--- src/rtl/move_special_ctrl.sv ---
`timescale 1ns/1ps
`default_nettype none
// ============================================================================
//  Module   : move_special_ctrl
//  Function : Hard-wired fetch/execute sequencer for mthi/mtlo, plus mfhi/mflo
//             when MOVE_FROM_SPECIAL_EN is defined (otherwise they are illegal).
//  Revision : 1.0  initial release
// ============================================================================
module move_special_ctrl #(
   parameter int unsigned READ_WAIT = 0,
   parameter logic [4:0]  OP_MFHI   = 5'b11000,
   parameter logic [4:0]  OP_MFLO   = 5'b11001,
   parameter logic [4:0]  OP_MTHI   = 5'b11100,
   parameter logic [4:0]  OP_MTLO   = 5'b11101
) (
   input  logic       clk,
   input  logic       clr,
   input  logic       start,
   input  logic [4:0] ir_op,
   output logic       PCout,
   output logic       MARin,
   output logic       IncPC,
   output logic       Read,
   output logic       MDRin,
   output logic       MDRout,
   output logic       IRin,
   output logic       Gra,
   output logic       Rin,
   output logic       Rout,
   output logic       HIin,
   output logic       LOin,
   output logic       HIout,
   output logic       LOout,
   output logic       busy,
   output logic       done,
   output logic       illegal
);

   typedef enum logic [2:0] {
      S_IDLE = 3'd0,
      S_T0   = 3'd1,
      S_T1   = 3'd2,
      S_T2   = 3'd3,
      S_T3   = 3'd4,
      S_DONE = 3'd5
   } state_t;

   localparam logic [2:0] c_WAIT_LAST = 3'(READ_WAIT);

   state_t     r_state;
   state_t     w_next_state;
   logic [2:0] r_wait;
   logic       r_illegal_q;

   logic       w_is_mthi;
   logic       w_is_mtlo;
   logic       w_is_mfhi;
   logic       w_is_mflo;
   logic       w_legal;

   assign w_is_mthi = (ir_op == OP_MTHI);
   assign w_is_mtlo = (ir_op == OP_MTLO);

`ifdef MOVE_FROM_SPECIAL_EN
   assign w_is_mfhi = (ir_op == OP_MFHI);
   assign w_is_mflo = (ir_op == OP_MFLO);
   assign w_legal   = w_is_mthi | w_is_mtlo | w_is_mfhi | w_is_mflo;
`else
   // Move-from opcodes stay illegal even if they alias a move-to opcode.
   logic w_reserved_op;
   assign w_reserved_op = (ir_op == OP_MFHI) | (ir_op == OP_MFLO);
   assign w_is_mfhi     = 1'b0;
   assign w_is_mflo     = 1'b0;
   assign w_legal       = (w_is_mthi | w_is_mtlo) & ~w_reserved_op;
`endif

   always_ff @(posedge clk or negedge clr) begin
      if (!clr) begin
         r_state     <= S_IDLE;
         r_wait      <= 3'd0;
         r_illegal_q <= 1'b0;
      end else begin
         r_state <= w_next_state;
         // Counter idles at zero so every T1 entry starts a fresh count.
         if (r_state == S_T1) begin
            r_wait <= r_wait + 3'd1;
         end else begin
            r_wait <= 3'd0;
         end
         if (r_state == S_T3) begin
            r_illegal_q <= ~w_legal;
         end else if (r_state == S_DONE) begin
            r_illegal_q <= 1'b0;
         end
      end
   end

   always_comb begin
      w_next_state = r_state;
      PCout        = 1'b0;
      MARin        = 1'b0;
      IncPC        = 1'b0;
      Read         = 1'b0;
      MDRin        = 1'b0;
      MDRout       = 1'b0;
      IRin         = 1'b0;
      Gra          = 1'b0;
      Rin          = 1'b0;
      Rout         = 1'b0;
      HIin         = 1'b0;
      LOin         = 1'b0;
      HIout        = 1'b0;
      LOout        = 1'b0;
      done         = 1'b0;
      illegal      = 1'b0;
      busy         = (r_state != S_IDLE);

      case (r_state)
         S_IDLE: begin
            if (start) begin
               w_next_state = S_T0;
            end
         end
         S_T0: begin
            PCout        = 1'b1;
            MARin        = 1'b1;
            w_next_state = S_T1;
         end
         S_T1: begin
            Read  = 1'b1;
            MDRin = 1'b1;
            IncPC = (r_wait == 3'd0);
            if (r_wait == c_WAIT_LAST) begin
               w_next_state = S_T2;
            end
         end
         S_T2: begin
            MDRout       = 1'b1;
            IRin         = 1'b1;
            w_next_state = S_T3;
         end
         S_T3: begin
            // Execute strobes come straight from the freshly loaded IR.
            if (w_legal) begin
               Gra   = 1'b1;
               Rout  = w_is_mthi | w_is_mtlo;
               HIin  = w_is_mthi;
               LOin  = w_is_mtlo;
               HIout = w_is_mfhi;
               LOout = w_is_mflo;
               Rin   = w_is_mfhi | w_is_mflo;
            end
            w_next_state = S_DONE;
         end
         S_DONE: begin
            done         = 1'b1;
            illegal      = r_illegal_q;
            w_next_state = start ? S_T0 : S_IDLE;
         end
         default: begin
            w_next_state = S_IDLE;
         end
      endcase
   end

endmodule
`default_nettype wire

--- config.mk ---
export PLATFORM = sky130hd
export DESIGN_NAME = move_special_ctrl
export DESIGN_NICKNAME = d
export VERILOG_FILES = /design/src/rtl/move_special_ctrl.sv
export SDC_FILE = /design/constraint.sdc
export NUM_CORES = 1
export LEC_CHECK = 0
export CAP_MARGIN = 20
export CORE_AREA = 10 10 47 49
export CTS_CLUSTER_DIAMETER = 40
export CTS_CLUSTER_SIZE = 25
export DETAILED_ROUTE_END_ITERATION = 10
export DIE_AREA = 0 0 57 59
export MAX_ROUTING_LAYER = met4
export PLACE_DENSITY = 0.71
export SLEW_MARGIN = 20
export SYNTH_ARGS = -nofsm -noshare
export SYNTH_HDL_FRONTEND = slang
export SYNTH_SLANG_ARGS = --single-unit
--- constraint.sdc ---
create_clock -name clk -period 3.1 [get_ports clk]
set_clock_uncertainty 0.05 [all_clocks]
set_input_delay 0.465 -clock clk [delete_from_list [all_inputs] [get_ports clk]]
set_output_delay 0.465 -clock clk [all_outputs]
set_load 0.005 [all_outputs]
==> results summary <==
The wire length after detailed routing is 1.01 mm. The clock latency on the worst-skew pair is 0.24 ns. The critical path capture point type is a primary output. The number of DRC markers after the initial detailed-route iteration is 1. The proportion of netlist area held by the largest area contributor is 36.9%. The register-to-register setup slack is 1.92 ns. The peak fanout along the critical path is 3. The final setup slack of the worst path is 0.631 ns. The die width came out at 57 µm. The adder-cell area share of the yosys netlist is 5.28%. The placeable core area came out at 1400 µm². CTS built an H-tree with a depth of 1.

The highest-delay cell along the critical path is clkdlybuf4s50_1. The number of pins exceeding their max-slew limit in the final report came to 0. The number of buffers created by CTS is 3. The worst setup path category is input pin to primary output. The average cell area after synthesis came out at 9.48 µm². The total vias in the final route came out at 369. The number of routed nets with antenna violations came out at 0. For this run, the detailed router's first-pass iteration total came to 2. Routability-driven placement finished with a final weighted congestion of 0.689. Summed over all instances, the cell type with the most area after synthesis is dfrtp_1.

The maximum number of pins on one net before global-route repair came out at 10. Setup violations remaining at the end of the flow were counted as 0. By area, the combinational part of the netlist is dominated by simple AND/OR/NAND/NOR gates. The run finished with clean final reports. The final instance area is 659 µm². The number of hold buffers added after CTS was 0. The number of primary I/O pins came out at 25. The post-DP HPWL is 833 µm.

The worst setup path is launched from an input pin. After Yosys synthesis, and, or, nand and nor cells account for 26.4% of the synthesized area. The initial core utilization came out at 33.8%. The minimum clock period came out at 2.47 ns. The global-route wire length before repair came out at 1.75 mm. TritonCTS built the clock tree. In this run the vertical extent of the chip is 59 µm. The overall routing resource usage is 6.41%.

The sum of negative setup slack is 0 ns. The final layout contains 78 nets. The via count of the first global-routing pass is 375. Ranked by total cell area, the synthesized netlist is headed by dfrtp_1 37%, buf_4 14%, ha_1 5.3%, nor2_1 4.7%, and2_1 4.0%. The number of hold-slack violations in the final timing report is 0. The yosys synthesis warning count came out at 0. The number of port buffers is 21. The multiplexer area fraction after synthesis is 0%. The data required time at the worst endpoint came out at 2.58 ns. The initial antenna violation count is 0. The clock sink total came out at 7. Of the cells placed in the final design, the portion with a size suffix greater than 1 is 10.4%.

The share of the clock period used by the worst path after layout is 79.6%. The maximum achievable frequency is 0.405 GHz. The number of vias per cell after detailed routing came out at 4.45. The peak supply drop is 0.000323 V. The number of gates resized after CTS was 0. The fraction of synthesized cell area in xor and xnor cells is 3.69%. The full die area came out at 3360 µm². Setup repair after global routing left no endpoint under its margin. Clock tree synthesis selected as its root buffer the cell clkbuf_4. The path class of the tightest hold or removal check is flop to flop. The sum of overflow across all layers after global routing is 0. The remaining design rule violation count is 0. The post-placement worst setup slack came out at 0.625 ns. The standby leakage power is 0.286 nW. The power density over cell area is 774 nW/µm². The buffers inserted during post-CTS setup optimization came out at 0. The floorplan has 14 rows. Counting flops and latches in the post-synthesis netlist gives 7. The total inserted antenna cells came out at 0. In this design, the critical path's most frequently occurring cell is clkdlybuf4s50_1. The area occupied by multi-input gates came out at 209 µm². The maximum buffer depth of the clock tree is 2. The routed wirelength normalized by instance count came out at 12.1 µm. Of the synthesized area, sequential elements account for 36.9%. The number of maximum-capacitance violations came out at 0. The delay contributed by the slowest stage of the critical path is 0.49 ns.

Walking the worst path, the cells encountered are clkdlybuf4s50_1 > nand4b_1 > nor3_4 > and2_1 > clkdlybuf4s50_1. The critical path data arrival time is 1.95 ns. The post-CTS clock slew at the launch and capture registers of the worst setup and hold paths is 0.05 ns. The cell area after placement came out at 633 µm². The post-synthesis to final-layout area growth came out at 39.0%.

The synthesized cell area is 474 µm². Summing the areas of all compound-gate instances in the mapped netlist gives 6.33% of the synthesized area. The synthesized instance count came out at 50. The filler cells instantiated in the layout total 141. The register area came out at 175 µm². The design draws 510 µW. The post-synthesis cell type count is 23.
## cell usage after synthesis
| master | instances |
|---|---|
| nand4b_1 | 1 |
| o21bai_1 | 1 |
| and2_1 | 3 |
| nand2_1 | 2 |
| inv_1 | 4 |
| nor3_4 | 1 |
| nand2b_4 | 1 |
| a32o_1 | 1 |
| nor2_1 | 6 |
| nor3b_2 | 1 |
| nand3b_1 | 1 |
| or3_1 | 1 |
| inv_2 | 1 |
| buf_4 | 9 |
| nor4_1 | 1 |
| xnor2_1 | 2 |
| nor3_1 | 1 |
| dfrtp_1 | 7 |
| o211ai_1 | 1 |
| conb_1 | 1 |
| o21ai_0 | 1 |
| buf_6 | 1 |
| ha_1 | 2 |
## logic make-up after synthesis
| kind of cell | count (synthesis) |
|---|---|
| other | 1 |
| DFF | 7 |
| and+or+nand+nor | 19 |
| AOI/OAI and AO/OA | 4 |
| buffers and inverters | 15 |
| adders and majority gates | 2 |
| xor gates and xnor gates | 2 |
## area by class of cell
| cell class | count | share of cell area (%) |
|---|---|---|
| flip-flops and latches | 7 | 26.6 |
| inverters | 5 | 2.85 |
| repair buffers | 21 | 31.9 |
| clock buffers | 4 | 3.98 |
| well taps | 16 | 3.04 |
| multi-input cells | 30 | 31.7 |
## cell usage in the layout, fill, tap and decap left out, drive strengths merged, types with 2 or more instances in the layout
cell type / instances
inv: 5
xnor2: 2
nor3: 2
clkbuf: 4
nor2: 6
conb: 3
dfrtp: 7
clkdlybuf4s50: 21
nand2: 2
and2: 3
ha: 2
## per-layer routing
metal	wire (µm)	share of wire, %	track usage [%]
met1	460	46	7.29
met2	429	43	9.30
met3	118	12	3.65
met4	0	0	2.01
met5	0	0	-
## worst max-delay path, delay by kind of cell
kind / cells / cell delay, ns
buffers and inverters: 2 / 0.95
and+or+nand+nor: 3 / 0.53
## where the power goes
group	internal, mW	switching [mW]
logic	0.155	0.0959
registers	0.125	0.0537
clock network	0.0490	0.0311
## path summary, 6_finish.rpt
kind                            cells after the start          to        from
worst max-delay path                                5        LOin    ir_op[2]
worst min-delay path                                1   r_wait[0]   r_wait[0]
worst max register to register                      3  r_state[2]  r_state[0]
worst min register to register                      1   r_wait[0]   r_wait[0]
max in group asynchronous                           1  r_state[2]         clr
min in group asynchronous                           1   r_wait[1]         clr
## flip-flops by register name, summed over array words and instances (netlist names)
| register | count |
|---|---|
| r_illegal_q | 1 |
| r_state | 3 |
| r_wait | 3 |
## metrics by stage
stage | hold slack (ns) | utilization (%) | std cells
floorplan | 0.119 | - | 52
global route | 0.434 | 47.1 | 83
finish | 0.421 | 47.1 | 83
CTS | 0.425 | 47.1 | 83
global placement | 0.405 | 45.2 | 79
detailed placement | 0.418 | 45.2 | 79
Note: power is estimated with default switching activity, not from simulation.
